===== src/rtl/sr_scan_ctrl_pkg.sv =====
// Shared types and helpers for the multiplexed shift-register scan controller.
// State encoding, refresh-mode constants and the frame-start qualifier live here.
package sr_scan_pkg;

  typedef enum logic [2:0] {
    S_IDLE  = 3'd0,
    S_LOAD  = 3'd1,
    S_GAP   = 3'd2,
    S_WAIT  = 3'd3,
    S_LATCH = 3'd4
  } scan_state_t;

  localparam logic MODE_CONT   = 1'b0;
  localparam logic MODE_SINGLE = 1'b1;

  // A frame may begin only while the shift register is idle, otherwise the
  // first load of the frame would collide with a transfer still in progress.
  function automatic logic frame_start_ok(
    input logic en,
    input logic mode,
    input logic start,
    input logic srbusy
  );
    return en && ((mode == MODE_CONT) || (mode == MODE_SINGLE && start)) && !srbusy;
  endfunction

endpackage


===== src/rtl/sr_scan_ctrl_prescaler.sv =====
// Free-running tick generator: one-cycle o_tick every (i_max + 1) cycles.
// Wraps on ">=" so lowering i_max below the running count wraps immediately.
module tick_prescaler #(
  parameter int W = 8
) (
  input  logic         i_clk,
  input  logic         i_rst_n,
  input  logic [W-1:0] i_max,
  output logic         o_tick
);

  logic [W-1:0] scaler_reg;
  logic         tick_reg;

  always_ff @(posedge i_clk or negedge i_rst_n) begin
    if (!i_rst_n) begin
      scaler_reg <= '0;
      tick_reg   <= 1'b0;
    end else if (scaler_reg >= i_max) begin
      scaler_reg <= '0;
      tick_reg   <= 1'b1;
    end else begin
      scaler_reg <= scaler_reg + 1'b1;
      tick_reg   <= 1'b0;
    end
  end

  assign o_tick = tick_reg;

endmodule


===== src/rtl/sr_scan_ctrl.sv =====
// Scan controller for a multiplexed shift-register display chain: walks the
// channels, strobes each load, waits out the shift, latches once per frame.
module sr_scan_ctrl
  import sr_scan_pkg::*;
#(
  parameter int  NUM_CH     = 6,
  parameter int  PRESCALE_W = 8,
  localparam int CH_W       = $clog2(NUM_CH)
) (
  input  logic                  i_clk,
  input  logic                  i_rst_n,
  input  logic                  i_en,
  input  logic                  i_mode,
  input  logic                  i_start,
  input  logic [PRESCALE_W-1:0] i_prescale_max,
  input  logic                  i_srbusy,
  output logic [CH_W-1:0]       o_muxsel,
  output logic                  o_srload,
  output logic                  o_latch,
  output logic                  o_cnt_en,
  output logic                  o_busy
);

  localparam logic [CH_W-1:0] LAST_CH = CH_W'(NUM_CH - 1);

  scan_state_t     state_reg;
  logic [CH_W-1:0] channel_reg;
  logic            srload_reg;
  logic            latch_reg;
  logic            busy_reg;

  // Strobes are set on the transition into their state so they line up with
  // that state's single cycle; busy tracks "next state is not IDLE".
  always_ff @(posedge i_clk or negedge i_rst_n) begin
    if (!i_rst_n) begin
      state_reg   <= S_IDLE;
      channel_reg <= '0;
      srload_reg  <= 1'b0;
      latch_reg   <= 1'b0;
      busy_reg    <= 1'b0;
    end else begin
      srload_reg <= 1'b0;
      latch_reg  <= 1'b0;
      case (state_reg)
        S_IDLE: begin
          if (frame_start_ok(i_en, i_mode, i_start, i_srbusy)) begin
            state_reg  <= S_LOAD;
            srload_reg <= 1'b1;
            busy_reg   <= 1'b1;
          end
        end
        S_LOAD: state_reg <= S_GAP;
        // The shift register raises busy one cycle after the load strobe, so
        // busy is not trusted until WAIT.
        S_GAP:  state_reg <= S_WAIT;
        S_WAIT: begin
          if (!i_srbusy) begin
            if (channel_reg == LAST_CH) begin
              state_reg <= S_LATCH;
              latch_reg <= 1'b1;
            end else begin
              channel_reg <= channel_reg + 1'b1;
              state_reg   <= S_LOAD;
              srload_reg  <= 1'b1;
            end
          end
        end
        S_LATCH: begin
          channel_reg <= '0;
          state_reg   <= S_IDLE;
          busy_reg    <= 1'b0;
        end
        default: begin
          channel_reg <= '0;
          state_reg   <= S_IDLE;
          busy_reg    <= 1'b0;
        end
      endcase
    end
  end

  assign o_muxsel = channel_reg;
  assign o_srload = srload_reg;
  assign o_latch  = latch_reg;
  assign o_busy   = busy_reg;

  tick_prescaler #(
    .W(PRESCALE_W)
  ) u_prescaler (
    .i_clk  (i_clk),
    .i_rst_n(i_rst_n),
    .i_max  (i_prescale_max),
    .o_tick (o_cnt_en)
  );

endmodule


===== config.mk =====
export PLATFORM = sky130hd
export DESIGN_NAME = sr_scan_ctrl
export DESIGN_NICKNAME = d
export VERILOG_FILES = /design/src/rtl/sr_scan_ctrl_pkg.sv /design/src/rtl/sr_scan_ctrl_prescaler.sv /design/src/rtl/sr_scan_ctrl.sv
export SDC_FILE = /design/constraint.sdc
export NUM_CORES = 1
export LEC_CHECK = 0
export BUFFER_PORTS_ARGS = -buffer_cell sky130_fd_sc_hd__buf_2
export CORE_ASPECT_RATIO = 0.7
export CORE_MARGIN = 2
export CORE_UTILIZATION = 30
export DETAILED_ROUTE_END_ITERATION = 8
export PLACE_DENSITY_LB_ADDON = 0.3
export SYNTH_ARGS = -nofsm -noshare
export SYNTH_HDL_FRONTEND = slang
export SYNTH_SLANG_ARGS = --single-unit

===== constraint.sdc =====
create_clock -name i_clk -period 2.94 [get_ports i_clk]
set_clock_uncertainty 0.2 [all_clocks]
set_input_delay 0.441 -clock i_clk [delete_from_list [all_inputs] [get_ports i_clk]]
set_output_delay 0.441 -clock i_clk [all_outputs]
set_load 0.01 [all_outputs]

==> results.yml <==
status:
  status: "completed"
layout:
  drive_gt1_frac: 0.2500
  area_delta_synth_final_pct: 19.43
  seq_area_um2: 450.4
  fin_area_mm2: 0.001200
  final_util: 0.3786
  fin_nets: 143
  num-fill-cells: 316
  final_cells: 154
  multiInputGateArea_um2: 513.0
  largest_reg_flops: 8
  n_antenna_cell: 0
detailed_routing:
  drcViolationCount: 0
  wl_um: 1650
  vias: 686
  ant_nets: 0
  detail_route.iter0.violations: 41
  firstDrtPassIters: 4
  routed_via_density: 4.455
  wl_per_cell_um: 10.71
clock_tree:
  clock-sinks: 18
  root_buffer: "clkbuf_8"
  cts_tree: "yes"
  clkTransAtPathRegs_ps: 60
  htreeDepth: 1
  cts_resized: 0
  clockBufferDepth: 2
  cts_buffers: 3
  cts_setup_buffers: 0
  cts_hold_buffers: 1
  clock_latency_ps: 250
floorplan:
  die_area_mm2: 0.003836
  die_w_um: 73.17
  die_h_um: 52.42
  ios: 21
  rows: 17
  start_util: 0.3170
  core_mm2: 0.003169
grt:
  grt_pass1_wl_um: 2960
  grt_max_degree: 19
  antenna_found_initial: 0
  gr-total-overflow: 0
  grt.total_usage: 0.1009
  first_global_vias: 665
place:
  dpl_cell_area_mm2: 0.001149
  gp_congestion: 0.7736
  pre_cts_ws_ps: 975.6
  dp_hpwl_um: 1344
  dp.cells: 150
  port_buffers: 20
sta:
  slew_violations: 0
  rsz0062_at_grt: "no"
  tns_ps: 0
  hold_viol_final: 0
  setup_slack_ps: 1098
  whs_ps: 291.6
  fmax_ghz: 0.5428
  slew_headroom: 0.7380
  min_period_over_period: 0.6267
  max_slew.worst_pin.slew_ps: 392.1
  setup_viol: 0
  period_minus_slack_ps: 1842
yosys:
  post-synth-top-count-cell: "dfrtp_1"
  syn_area_per_cell_um2: 10.80
  ys_ff_latch: 18
  yosysWarnings: 0
  syn_nets: 118
  yosys.area.top_type: "dfrtp_1"
  synthesis.area_mm2: 0.001005
  synth.area.top_cells: "dfrtp_1 (45%), ha_1 (14%), nor2_1 (5.2%)"
  syn_inst: 93
  async_flop_share: 1.000
  synth.distinct_cells: 28
  yosysSeqAreaShare: 0.4483
  synth_common_cells: "dfrtp_1 (18), nor2_1 (14), ha_1 (11)"
  synth_ff_type: "dfrtp_1"
  synth_edf_count: 0
  post-synth-top-area-fraction: 0.4483
worst_setup_path:
  cp_slowest_stage_delay_ps: 420
  start_kind: "register"
  cp-end-kind: "register"
  crit_start: "u_prescaler.scaler_reg[0]$_DFF_PN0_"
  critical-path-slowest-cell: "a2111oi_4"
  path_cells: "inv_1 > ha_1 > nand2b_4 > a2111oi_4 > o21ai_4 > nor2_1"
  required_ps: 2920
  crit_fanout: 9
  r2r_start: "u_prescaler.scaler_reg[0]$_DFF_PN0_"
  crit_arrival_ps: 1820
  criticalPathCategory: "register to register"
pwr:
  ir_drop_uv: 205.5
  power_mw: 1.022
  p_leak_nw: 0.6154
  power_density_mw_per_mm2: 852.1
hold_path:
  hold_path_startpoint: "u_prescaler.scaler_reg[0]$_DFF_PN0_"
  hold_path.class: "register to register"
job:
  maxCapViolations: 0
==> per-layer routing <==
metal / track usage / up-vias / share of wire
met4: 0.02778 / 0 / 0
met5: 0 / - / 0
met1: 0.1377 / 318 / 0.49
met3: 0.02885 / 0 / 0.028
met2: 0.1562 / 9 / 0.48
li1: - / 359 / -
==> layout make-up <==
type | count | area share
sequential | 18 | 0.3754
clock buffer | 3 | 0.03441
timing repair buffer | 21 | 0.09176
multi-input combinational | 64 | 0.4275
tap | 38 | 0.03962
inverter | 10 | 0.03128
==> layout by cell type (no fill, tap or decap), types with 5 or more instances in the layout <==
master,Yosys,final
buf_2,0,20
dfrtp_1,18,18
ha_1,11,11
inv_1,10,10
nand3_1,5,5
nor2_1,14,14
xor2_1,5,5
==> path summary, 6_finish.rpt <==
kind / end / slack (ps) / cells after the start
max reg2reg: u_prescaler.scaler_reg[5]$_DFF_PN0_ / 1100 / 6
min in group asynchronous: state_reg[0]$_DFFE_PN0P_ / 440 / 2
max in group asynchronous: u_prescaler.o_tick$_DFF_PN0_ / 1830 / 2
min reg2reg: u_prescaler.scaler_reg[0]$_DFF_PN0_ / 290 / 1
max: u_prescaler.scaler_reg[5]$_DFF_PN0_ / 1100 / 6
min: u_prescaler.scaler_reg[0]$_DFF_PN0_ / 290 / 1
==> power by group <==
group	switching (mW)	internal (mW)	total [mW]	leakage [nW]
clock	0.0758	0.0909	0.167	0.0216
sequential	0.0918	0.343	0.435	0.225
combinational	0.213	0.207	0.421	0.369
total	0.381	0.642	1.02	0.615
==> cell families after synthesis <==
group                      after synthesis  synth area share
adders and majority gates               11            0.1370
buffers and inverters                   11           0.04110
AOI/OAI and AO/OA                       12            0.1283
DFF                                     18            0.4483
xor gates and xnor gates                 8           0.06974
and+or+nand+nor                         33            0.1756
==> worst max-delay path, delay by kind of cell (launching register included) <==
family	cells	cell delay, ps
compound gates	2	570
fa+ha+maj	1	280
buf+inv	1	60
flops	1	390
simple gates	2	270
Power figures use the tool's default switching activity.
